**config.mk**
```make
export PLATFORM = sky130hd
export DESIGN_NAME = car_call_scheduler
export DESIGN_NICKNAME = d
export VERILOG_FILES = /design/src/rtl/car_call_scheduler.sv
export SDC_FILE = /design/constraint.sdc
export NUM_CORES = 1
export LEC_CHECK = 0
export ABC_AREA = 1
export CAP_MARGIN = 0
export CELL_PAD_IN_SITES_DETAIL_PLACEMENT = 1
export CELL_PAD_IN_SITES_GLOBAL_PLACEMENT = 1
export CORE_MARGIN = 8
export CORE_UTILIZATION = 38
export CTS_BUF_LIST = sky130_fd_sc_hd__clkbuf_4
export DETAILED_ROUTE_END_ITERATION = 10
export GPL_TIMING_DRIVEN = 0
export PLACE_DENSITY = 0.83
export SKIP_LAST_GASP = 1
export SYNTH_ARGS = -nofsm -noshare
export SYNTH_HDL_FRONTEND = slang
export SYNTH_SLANG_ARGS = --single-unit
```
**constraint.sdc**
```tcl
create_clock -name clk -period 2.7 [get_ports clk]
set_clock_uncertainty 0.05 [all_clocks]
set_input_delay 0.675 -clock clk [delete_from_list [all_inputs] [get_ports clk]]
set_output_delay 0.675 -clock clk [all_outputs]
set_load 0.05 [all_outputs]
```
**src/rtl/car_call_scheduler.sv**
```systemverilog
// rtl/car_call_scheduler.sv - SCAN call scheduler for one elevator car
//
// Collects floor calls, picks the next floor with a SCAN sweep, issues the
// go command to car_indicator, waits for car_done, then clears the served call
// and picks again. A 1 s tick watchdog latches a sticky fault if a trip stalls.
//
// Ports:
//   clk         in   system clock, rising edge
//   resetn      in   asynchronous reset, active low
//   call_valid  in   1-cycle strobe, registers call_floor
//   call_floor  in   requested floor (dropped if >= NUM_FLOORS)
//   location    in   current car floor
//   car_done    in   1-cycle pulse, car at dest and door cycle finished
//   tick_1s     in   1 s pulse from the seconds counter
//   dest        out  target floor
//   dest_valid  out  go command, high in DISPATCH and TRAVEL
//   tmr_clr     out  1-cycle timer clear, high in DISPATCH
//   dir_up      out  sweep direction, 1 = up
//   pending     out  bitmask of outstanding calls
//   fault       out  sticky trip-timeout flag
module car_call_scheduler #(
  parameter int NUM_FLOORS = 8,
  parameter int FLOOR_W    = 3,
  parameter int TIMEOUT_S  = 15
) (
  input  logic                  clk,
  input  logic                  resetn,
  input  logic                  call_valid,
  input  logic [FLOOR_W-1:0]    call_floor,
  input  logic [FLOOR_W-1:0]    location,
  input  logic                  car_done,
  input  logic                  tick_1s,
  output logic [FLOOR_W-1:0]    dest,
  output logic                  dest_valid,
  output logic                  tmr_clr,
  output logic                  dir_up,
  output logic [NUM_FLOORS-1:0] pending,
  output logic                  fault
);

  localparam int WD_W = $clog2(TIMEOUT_S + 1);

  typedef enum logic [1:0] {
    S_IDLE     = 2'd0,
    S_DISPATCH = 2'd1,
    S_TRAVEL   = 2'd2,
    S_FAULT    = 2'd3
  } state_t;

  state_t                r_state;
  state_t                w_state_nxt;

  logic [NUM_FLOORS-1:0] r_pending;
  logic [FLOOR_W-1:0]    r_dest;
  logic                  r_dir_up;
  logic [WD_W-1:0]       r_wd;
  logic                  r_dest_valid;
  logic                  r_tmr_clr;
  logic                  r_fault;

  logic [NUM_FLOORS-1:0] w_set;
  logic [NUM_FLOORS-1:0] w_clr;
  logic [WD_W-1:0]       w_wd_nxt;
  logic                  w_done;
  logic                  w_timeout;
  logic                  w_found_fwd;
  logic                  w_found_rev;
  logic [FLOOR_W-1:0]    w_fwd;
  logic [FLOOR_W-1:0]    w_rev;
  logic [FLOOR_W-1:0]    w_sel;
  logic                  w_dir_nxt;
  logic                  w_dest_valid_nxt;
  logic                  w_tmr_clr_nxt;
  logic                  w_fault_nxt;

  // Target search. "fwd" is the nearest call ahead of the car in the current
  // sweep direction (the car's own floor counts as ahead); "rev" is the
  // nearest call behind it, used only when nothing lies ahead. The loop order
  // makes the last match the nearest one.
  always_comb begin
    w_found_fwd = 1'b0;
    w_found_rev = 1'b0;
    w_fwd       = '0;
    w_rev       = '0;
    if (r_dir_up) begin
      for (int i = NUM_FLOORS - 1; i >= 0; i--) begin
        if (r_pending[i] && (i >= int'(location))) begin
          w_found_fwd = 1'b1;
          w_fwd       = FLOOR_W'(i);
        end
      end
      for (int i = 0; i < NUM_FLOORS; i++) begin
        if (r_pending[i] && (i < int'(location))) begin
          w_found_rev = 1'b1;
          w_rev       = FLOOR_W'(i);
        end
      end
    end else begin
      for (int i = 0; i < NUM_FLOORS; i++) begin
        if (r_pending[i] && (i <= int'(location))) begin
          w_found_fwd = 1'b1;
          w_fwd       = FLOOR_W'(i);
        end
      end
      for (int i = NUM_FLOORS - 1; i >= 0; i--) begin
        if (r_pending[i] && (i > int'(location))) begin
          w_found_rev = 1'b1;
          w_rev       = FLOOR_W'(i);
        end
      end
    end
    w_sel     = w_found_fwd ? w_fwd : w_rev;
    w_dir_nxt = w_found_fwd ? r_dir_up : ~r_dir_up;
  end

  // Call bookkeeping. A new call is OR-ed in after the clear, so a call for
  // dest landing on the car_done edge keeps the floor pending.
  always_comb begin
    w_set = '0;
    if (call_valid && (int'(call_floor) < NUM_FLOORS)) begin
      w_set = NUM_FLOORS'(1) << call_floor;
    end
    w_done = (r_state == S_TRAVEL) && car_done;
    w_clr  = w_done ? (NUM_FLOORS'(1) << r_dest) : '0;
  end

  // Watchdog: cleared in DISPATCH, counts ticks in TRAVEL, saturates.
  always_comb begin
    w_wd_nxt = r_wd;
    if (r_state == S_DISPATCH) begin
      w_wd_nxt = '0;
    end else if ((r_state == S_TRAVEL) && tick_1s && (r_wd != WD_W'(TIMEOUT_S))) begin
      w_wd_nxt = r_wd + WD_W'(1);
    end
    w_timeout = (r_state == S_TRAVEL) && (w_wd_nxt == WD_W'(TIMEOUT_S));
  end

  always_ff @(posedge clk or negedge resetn) begin
    if (!resetn) begin
      r_state <= S_IDLE;
    end else begin
      r_state <= w_state_nxt;
    end
  end

  always_comb begin
    w_state_nxt = r_state;
    case (r_state)
      S_IDLE:     if (|r_pending) w_state_nxt = S_DISPATCH;
      S_DISPATCH: w_state_nxt = S_TRAVEL;
      S_TRAVEL: begin
        // car_done has priority over a timeout on the same edge
        if (w_done) begin
          w_state_nxt = S_IDLE;
        end else if (w_timeout) begin
          w_state_nxt = S_FAULT;
        end
      end
      S_FAULT:    w_state_nxt = S_FAULT;
      default:    w_state_nxt = S_IDLE;
    endcase
  end

  // Outputs are registered from the next state so they line up with it.
  always_comb begin
    w_dest_valid_nxt = (w_state_nxt == S_DISPATCH) || (w_state_nxt == S_TRAVEL);
    w_tmr_clr_nxt    = (w_state_nxt == S_DISPATCH);
    w_fault_nxt      = r_fault || (w_state_nxt == S_FAULT);
  end

  always_ff @(posedge clk or negedge resetn) begin
    if (!resetn) begin
      r_pending    <= '0;
      r_dest       <= '0;
      r_dir_up     <= 1'b1;
      r_wd         <= '0;
      r_dest_valid <= 1'b0;
      r_tmr_clr    <= 1'b0;
      r_fault      <= 1'b0;
    end else begin
      r_pending    <= (r_pending & ~w_clr) | w_set;
      r_wd         <= w_wd_nxt;
      r_dest_valid <= w_dest_valid_nxt;
      r_tmr_clr    <= w_tmr_clr_nxt;
      r_fault      <= w_fault_nxt;
      if ((r_state == S_IDLE) && (|r_pending)) begin
        r_dest   <= w_sel;
        r_dir_up <= w_dir_nxt;
      end
    end
  end

  assign dest       = r_dest;
  assign dest_valid = r_dest_valid;
  assign tmr_clr    = r_tmr_clr;
  assign dir_up     = r_dir_up;
  assign pending    = r_pending;
  assign fault      = r_fault;

endmodule

```
==> results of run 1 <==
==> power by group <==
part	internal, uW	leakage [uW]	switching, uW
clock	56.8	0.0000139	106
sequential	460	0.000238	184
combinational	422	0.000727	858
==> kinds of logic after synthesis <==
kind of cell / synth area share
AOI/OAI and AO/OA: 0.115
xor gates and xnor gates: 0.0118
adders and majority gates: 0.0169
buffers and inverters: 0.0911
DFF: 0.355
and+or+nand+nor: 0.410
==> area by class of cell <==
type	count	area (sq um)
sequential	21	527
timing repair buffer	25	250
inverter	36	135
fill	522	1890
multi-input combinational	177	821
clock inverter	1	7.51
clock buffer	3	22.5
tap	48	60.1
==> registers in the layout, indices dropped and copies added, names as in the netlist <==
register    count
r_wd            4
pending         8
tmr_clr         1
dir_up          1
r_state         2
fault           1
dest_valid      1
dest            3
==> worst paths after layout <==
path	slack (ns)	to	depth (start not counted)
min	0.45	fault	2
max reg2reg	0.54	dest_valid	12
max in group asynchronous	1.21	dest[0]	1
min in group asynchronous	0.81	dest_valid	1
min reg2reg	0.45	fault	2
max	0.23	dir_up	1
==> cell usage after synthesis <==
| master | n |
|---|---|
| nand3_2 | 3 |
| inv_1 | 33 |
| o21ai_0 | 20 |
| dfstp_2 | 1 |
| ha_1 | 2 |
| nand3b_1 | 1 |
| nand2_1 | 88 |
| dfrtp_1 | 20 |
| nor3_1 | 1 |
| or2_2 | 1 |
| o21ai_2 | 1 |
| a21boi_0 | 1 |
| a21oi_1 | 3 |
| nand3_1 | 24 |
| a21oi_2 | 1 |
| xor2_1 | 2 |
| nand2_2 | 4 |
| or2_0 | 1 |
| o21bai_1 | 4 |
| inv_2 | 3 |
| nor2_1 | 19 |
| nor2_2 | 1 |
==> per-stage QoR <==
| stage | hold WS (ns) | setup slack, ns | cell area [sq um] |
|---|---|---|---|
| 2_1_floorplan | 0.329 | 0.730 | 1480 |
| 3_3_place_gp | 0.422 | 0.0405 | 1790 |
| 3_5_place_dp | 0.429 | -0.00535 | 1790 |
| 4_1_cts | 0.459 | 0.213 | 1820 |
| 5_1_grt | 0.499 | 0.187 | 1820 |
| 6_report | 0.452 | 0.227 | 1820 |
==> per-layer routing <==
layer	wire length [microns]	share of wire
met5	0	0
met4	90	0.021
met3	165	0.039
met2	1980	0.47
met1	2000	0.47
==> impl_metrics.py, run 1 <==
metrics = {
    "min_path": {
        "min_path_type": "reg -> reg",
        "hp-start": "fault",
    },
    "layout": {
        "nets": 277,
        "layout_commonest_cell": "nand2_1",
        "fin_cells": 311,
        "mostFrequentLayoutCells": "nand2_1, inv_1, clkdlybuf4s50_1",
        "drive_gt1_frac": 0.0722,
        "syn2layout_area_growth_pct": 23.0,
        "diodes": 0,
        "utilization": 0.491,
    },
    "drt": {
        "drc": 0,
        "drt-wirelength-per-cell_microns": 13.6,
        "initialDrtViolationCount": 46,
        "firstDrtPassIters": 4,
        "wl_mm": 4.24,
        "antenna_left": 0,
        "viasPerCell": 4.93,
        "route.vias.total": 1533,
    },
    "clock_network": {
        "cts_tree": "built",
        "cts-resized-gates": 0,
        "numCtsBuffers": 3,
        "htreeDepth": 1,
        "cts_buffer_depth": 2,
        "hold_buffers": 0,
        "path_clk_slew_ns": 0.13,
        "post_cts_buffers": 0,
        "root_buffer": "clkbuf_4",
        "clkLatencyLatePin_ns": 0.32,
        "cts.sinks": 21,
    },
    "power": {
        "power_leakage_uw": 0.000979,
        "irDropWorstVdd_mv": 0.555,
        "p_per_area_nw_per_um2": 1150,
        "finalPower_uw": 2090,
    },
    "sta": {
        "max_freq_mhz": 404,
        "maxSlewHeadroom": 0.366,
        "finalCritPeriodShare": 0.916,
        "setup_viol": 0,
        "tightestPinTransition_ns": 0.949,
        "slew_violations": 0,
        "fin_crit_ns": 2.47,
        "rsz0062_at_grt": "false",
        "setup_tns_ns": 0,
        "hold_viol": 0,
    },
    "place": {
        "dp_hpwl_mm": 3.59,
        "dp_cells": 307,
        "gp_congestion": 0.855,
        "place.port_buffers": 25,
    },
    "floorplan": {
        "die_h_microns": 78.5,
        "io_pins": 26,
        "row_count": 22,
        "coreArea_sq_um": 3720,
        "start_util": 0.399,
        "die_area_sq_um": 6160,
        "die_w_microns": 78.5,
    },
    "synth": {
        "yosysWarnings": 0,
        "netlist_area_sq_um": 1480,
        "ys_top_cells_by_area": "dfrtp_1, nand2_1, inv_1, nand3_1, o21ai_0",
        "synth-seq-area-share": 0.355,
        "syn_inst": 234,
        "ys_ff_latch": 21,
        "yosysUniqueCellTypes": 22,
        "synth.net_count": 247,
        "synth_top_area_cell": "dfrtp_1",
        "synth_top_area_share": 0.338,
        "synth_area_per_cell_sq_um": 6.34,
    },
    "grt": {
        "antenna_found_initial": 0,
        "grtUsageMet3": 0.0228,
        "top_usage_layer": "met2",
        "use_met1": 0.181,
        "grt_usage": 0.146,
        "grt_pass1_vias": 1607,
        "grt_first_pass_wirelength_mm": 7.41,
        "use_met2": 0.245,
        "overflow": 0,
        "grt_max_degree": 22,
    },
    "critical_path": {
        "cp_max_fo": 6,
        "cp-start-kind": "flip-flop",
        "critPathLaunch": "dir_up",
        "worstReg2RegStart": "r_wd[0]",
        "path_buf_inv": 1,
        "required_ns": 1.98,
        "crit_path_cell_trace": "clkdlybuf4s50_1",
        "cpPeakStageDelay_ns": 0.82,
        "crit_family": "buffers and inverters",
        "crit_type": "reg -> out",
        "endpoint_kind": "output port",
        "cp.arrival_ns": 1.75,
        "slowest_stage": "clkdlybuf4s50_1",
    },
    "flow_run": {
        "max_cap_violations": 0,
    },
    "run_status": {
        "status": "complete, no violations",
    },
}
Power figures use the tool's default switching activity.
==> inputs of run 2 (changes only) <==
--- a/config.mk
+++ b/config.mk
@@ -10,11 +10,11 @@
 export CELL_PAD_IN_SITES_DETAIL_PLACEMENT = 1
 export CELL_PAD_IN_SITES_GLOBAL_PLACEMENT = 1
 export CORE_MARGIN = 8
-export CORE_UTILIZATION = 38
+export CORE_UTILIZATION = 41
 export CTS_BUF_LIST = sky130_fd_sc_hd__clkbuf_4
 export DETAILED_ROUTE_END_ITERATION = 10
 export GPL_TIMING_DRIVEN = 0
-export PLACE_DENSITY = 0.83
+export PLACE_DENSITY = 0.89
 export SKIP_LAST_GASP = 1
 export SYNTH_ARGS = -nofsm -noshare
 export SYNTH_HDL_FRONTEND = slang
==> constraint.sdc (replaced) <==
create_clock -name clk -period 3 [get_ports clk]
set_clock_uncertainty 0.05 [all_clocks]
set_input_delay 0.75 -clock clk [delete_from_list [all_inputs] [get_ports clk]]
set_output_delay 0.75 -clock clk [all_outputs]
set_load 0.05 [all_outputs]
==> run 2 against run 1 <==
Net effect:
- die area is 5.9% lower
- design area did not move
- total power decreased by 9.7%
- flip-flop and latch count unchanged
- core utilization up 1.9 points
- critical endpoint unchanged
- highest routed layer unchanged
==> impl_metrics.py, run 2 (synthesis results as in run 1) <==
metrics = {
    "run_status": {
        "status": "complete, no violations",
    },
    "sta": {
        "finalCritPeriodShare": 0.841,
        "rsz0062_at_grt": "false",
        "tightestPinTransition_ns": 0.931,
        "setup_viol": 0,
        "maxSlewHeadroom": 0.377,
        "fin_crit_ns": 2.52,
        "max_freq_mhz": 396,
        "setup_ws_ns": 0.477,
        "setup_tns_ns": 0,
        "hold_viol": 0,
        "slew_violations": 0,
    },
    "clock_network": {
        "clkLatencyLatePin_ns": 0.31,
        "path_clk_slew_ns": 0.12,
        "hold_buffers": 0,
        "cts-resized-gates": 0,
        "cts_tree": "built",
        "numCtsBuffers": 3,
        "htreeDepth": 1,
        "post_cts_buffers": 0,
        "cts_buffer_depth": 2,
        "cts.sinks": 21,
        "root_buffer": "clkbuf_4",
    },
    "drt": {
        "initialDrtViolationCount": 112,
        "drc": 0,
        "wl_mm": 4.41,
        "route.vias.total": 1564,
        "antenna_left": 0,
        "firstDrtPassIters": 4,
        "drt-wirelength-per-cell_microns": 14.2,
        "viasPerCell": 5.03,
    },
    "critical_path": {
        "cp_max_fo": 6,
        "r2r_cells": 12,
        "cp-start-kind": "flip-flop",
        "crit_path_cell_trace": "clkdlybuf4s50_1",
        "cp.arrival_ns": 1.72,
        "crit_type": "reg -> out",
        "cpPeakStageDelay_ns": 0.81,
        "required_ns": 2.20,
        "slowest_stage": "clkdlybuf4s50_1",
        "crit_family": "buffers and inverters",
        "path_buf_inv": 1,
        "endpoint_kind": "output port",
        "cp.depth": 1,
    },
    "layout": {
        "fin_cells": 311,
        "seqCellArea_sq_um": 527,
        "layout_commonest_cell": "nand2_1",
        "nets": 277,
        "mostFrequentLayoutCells": "nand2_1, inv_1, clkdlybuf4s50_1",
        "drive_gt1_frac": 0.0722,
        "largest_register_ffs": 8,
        "fill_cells": 499,
        "syn2layout_area_growth_pct": 23.0,
        "diodes": 0,
        "multi_input_area_sq_um": 821,
    },
    "grt": {
        "grt_usage": 0.166,
        "antenna_found_initial": 0,
        "grt_max_degree": 22,
        "grt_first_pass_wirelength_mm": 7.91,
        "overflow": 0,
        "grt_pass1_vias": 1730,
    },
    "floorplan": {
        "start_util": 0.414,
        "die_w_microns": 76.1,
        "io_pins": 26,
        "die_h_microns": 76.1,
        "die_area_sq_um": 5800,
        "row_count": 22,
        "coreArea_sq_um": 3580,
    },
    "min_path": {
        "min_path_cells": 2,
        "min_path_type": "reg -> reg",
    },
    "place": {
        "dp_hpwl_mm": 3.79,
        "place_ws_ns": 0.182,
        "dp_cells": 307,
        "place.port_buffers": 25,
        "gp_congestion": 0.851,
    },
    "power": {
        "p_per_area_nw_per_um2": 1030,
        "power_leakage_uw": 0.000979,
        "irDropWorstVdd_mv": 0.482,
    },
    "flow_run": {
        "max_cap_violations": 0,
    },
}
## run 2: per-stage QoR
stage,instance area (sq um),util,power (uW),hold slack [ns]
floorplan,1480,-,1350,0.404
global placement,1790,0.501,1710,0.420
detailed placement,1790,0.501,1760,0.435
CTS,1820,0.509,1910,0.465
global route,1820,0.509,2070,0.506
finish,1820,0.509,1880,0.459
## run 2: where the power goes
part / switching (uW) / internal, uW / total, uW
clock network: 91.2 / 51.0 / 142
logic: 771 / 381 / 1150
registers: 176 / 414 / 590
total: 1040 / 846 / 1880
## run 2: cell type report
cell class              instances  area share
repair buffers                 25       0.137
flip-flops and latches         21       0.289
multi-input cells             177       0.450
clock inverters                 1     0.00412
inverters                      36      0.0741
well taps                      48      0.0329
clock buffers                   3      0.0124
## run 2: worst reg2reg max path: cells and delay by family, from the launching register on
family                   cells  cell delay (ns)
buffers and inverters        3             0.17
AO/OA/AOI/OAI                1             0.24
AND/OR/NAND/NOR              6             0.68
flip-flops                   1             0.44
adder cells (fa/ha/maj)      2             0.55
## run 2: worst paths after layout
check                      startpoint    endpoint  slack, ns
max                            dir_up      dir_up       0.48
max reg2reg                   r_wd[0]  dest_valid       0.78
min                             fault       fault       0.46
min reg2reg                     fault       fault       0.46
min in group asynchronous      resetn     dest[2]       0.89
max in group asynchronous      resetn  pending[5]       1.44
## run 2: per-layer routing
layer,GRT usage,part of all wire,vias to the layer above
li1,-,-,793
met1,0.192,0.45,728
met2,0.290,0.49,32
met3,0.0224,0.027,11
met4,0.0827,0.032,0
met5,0,0,-
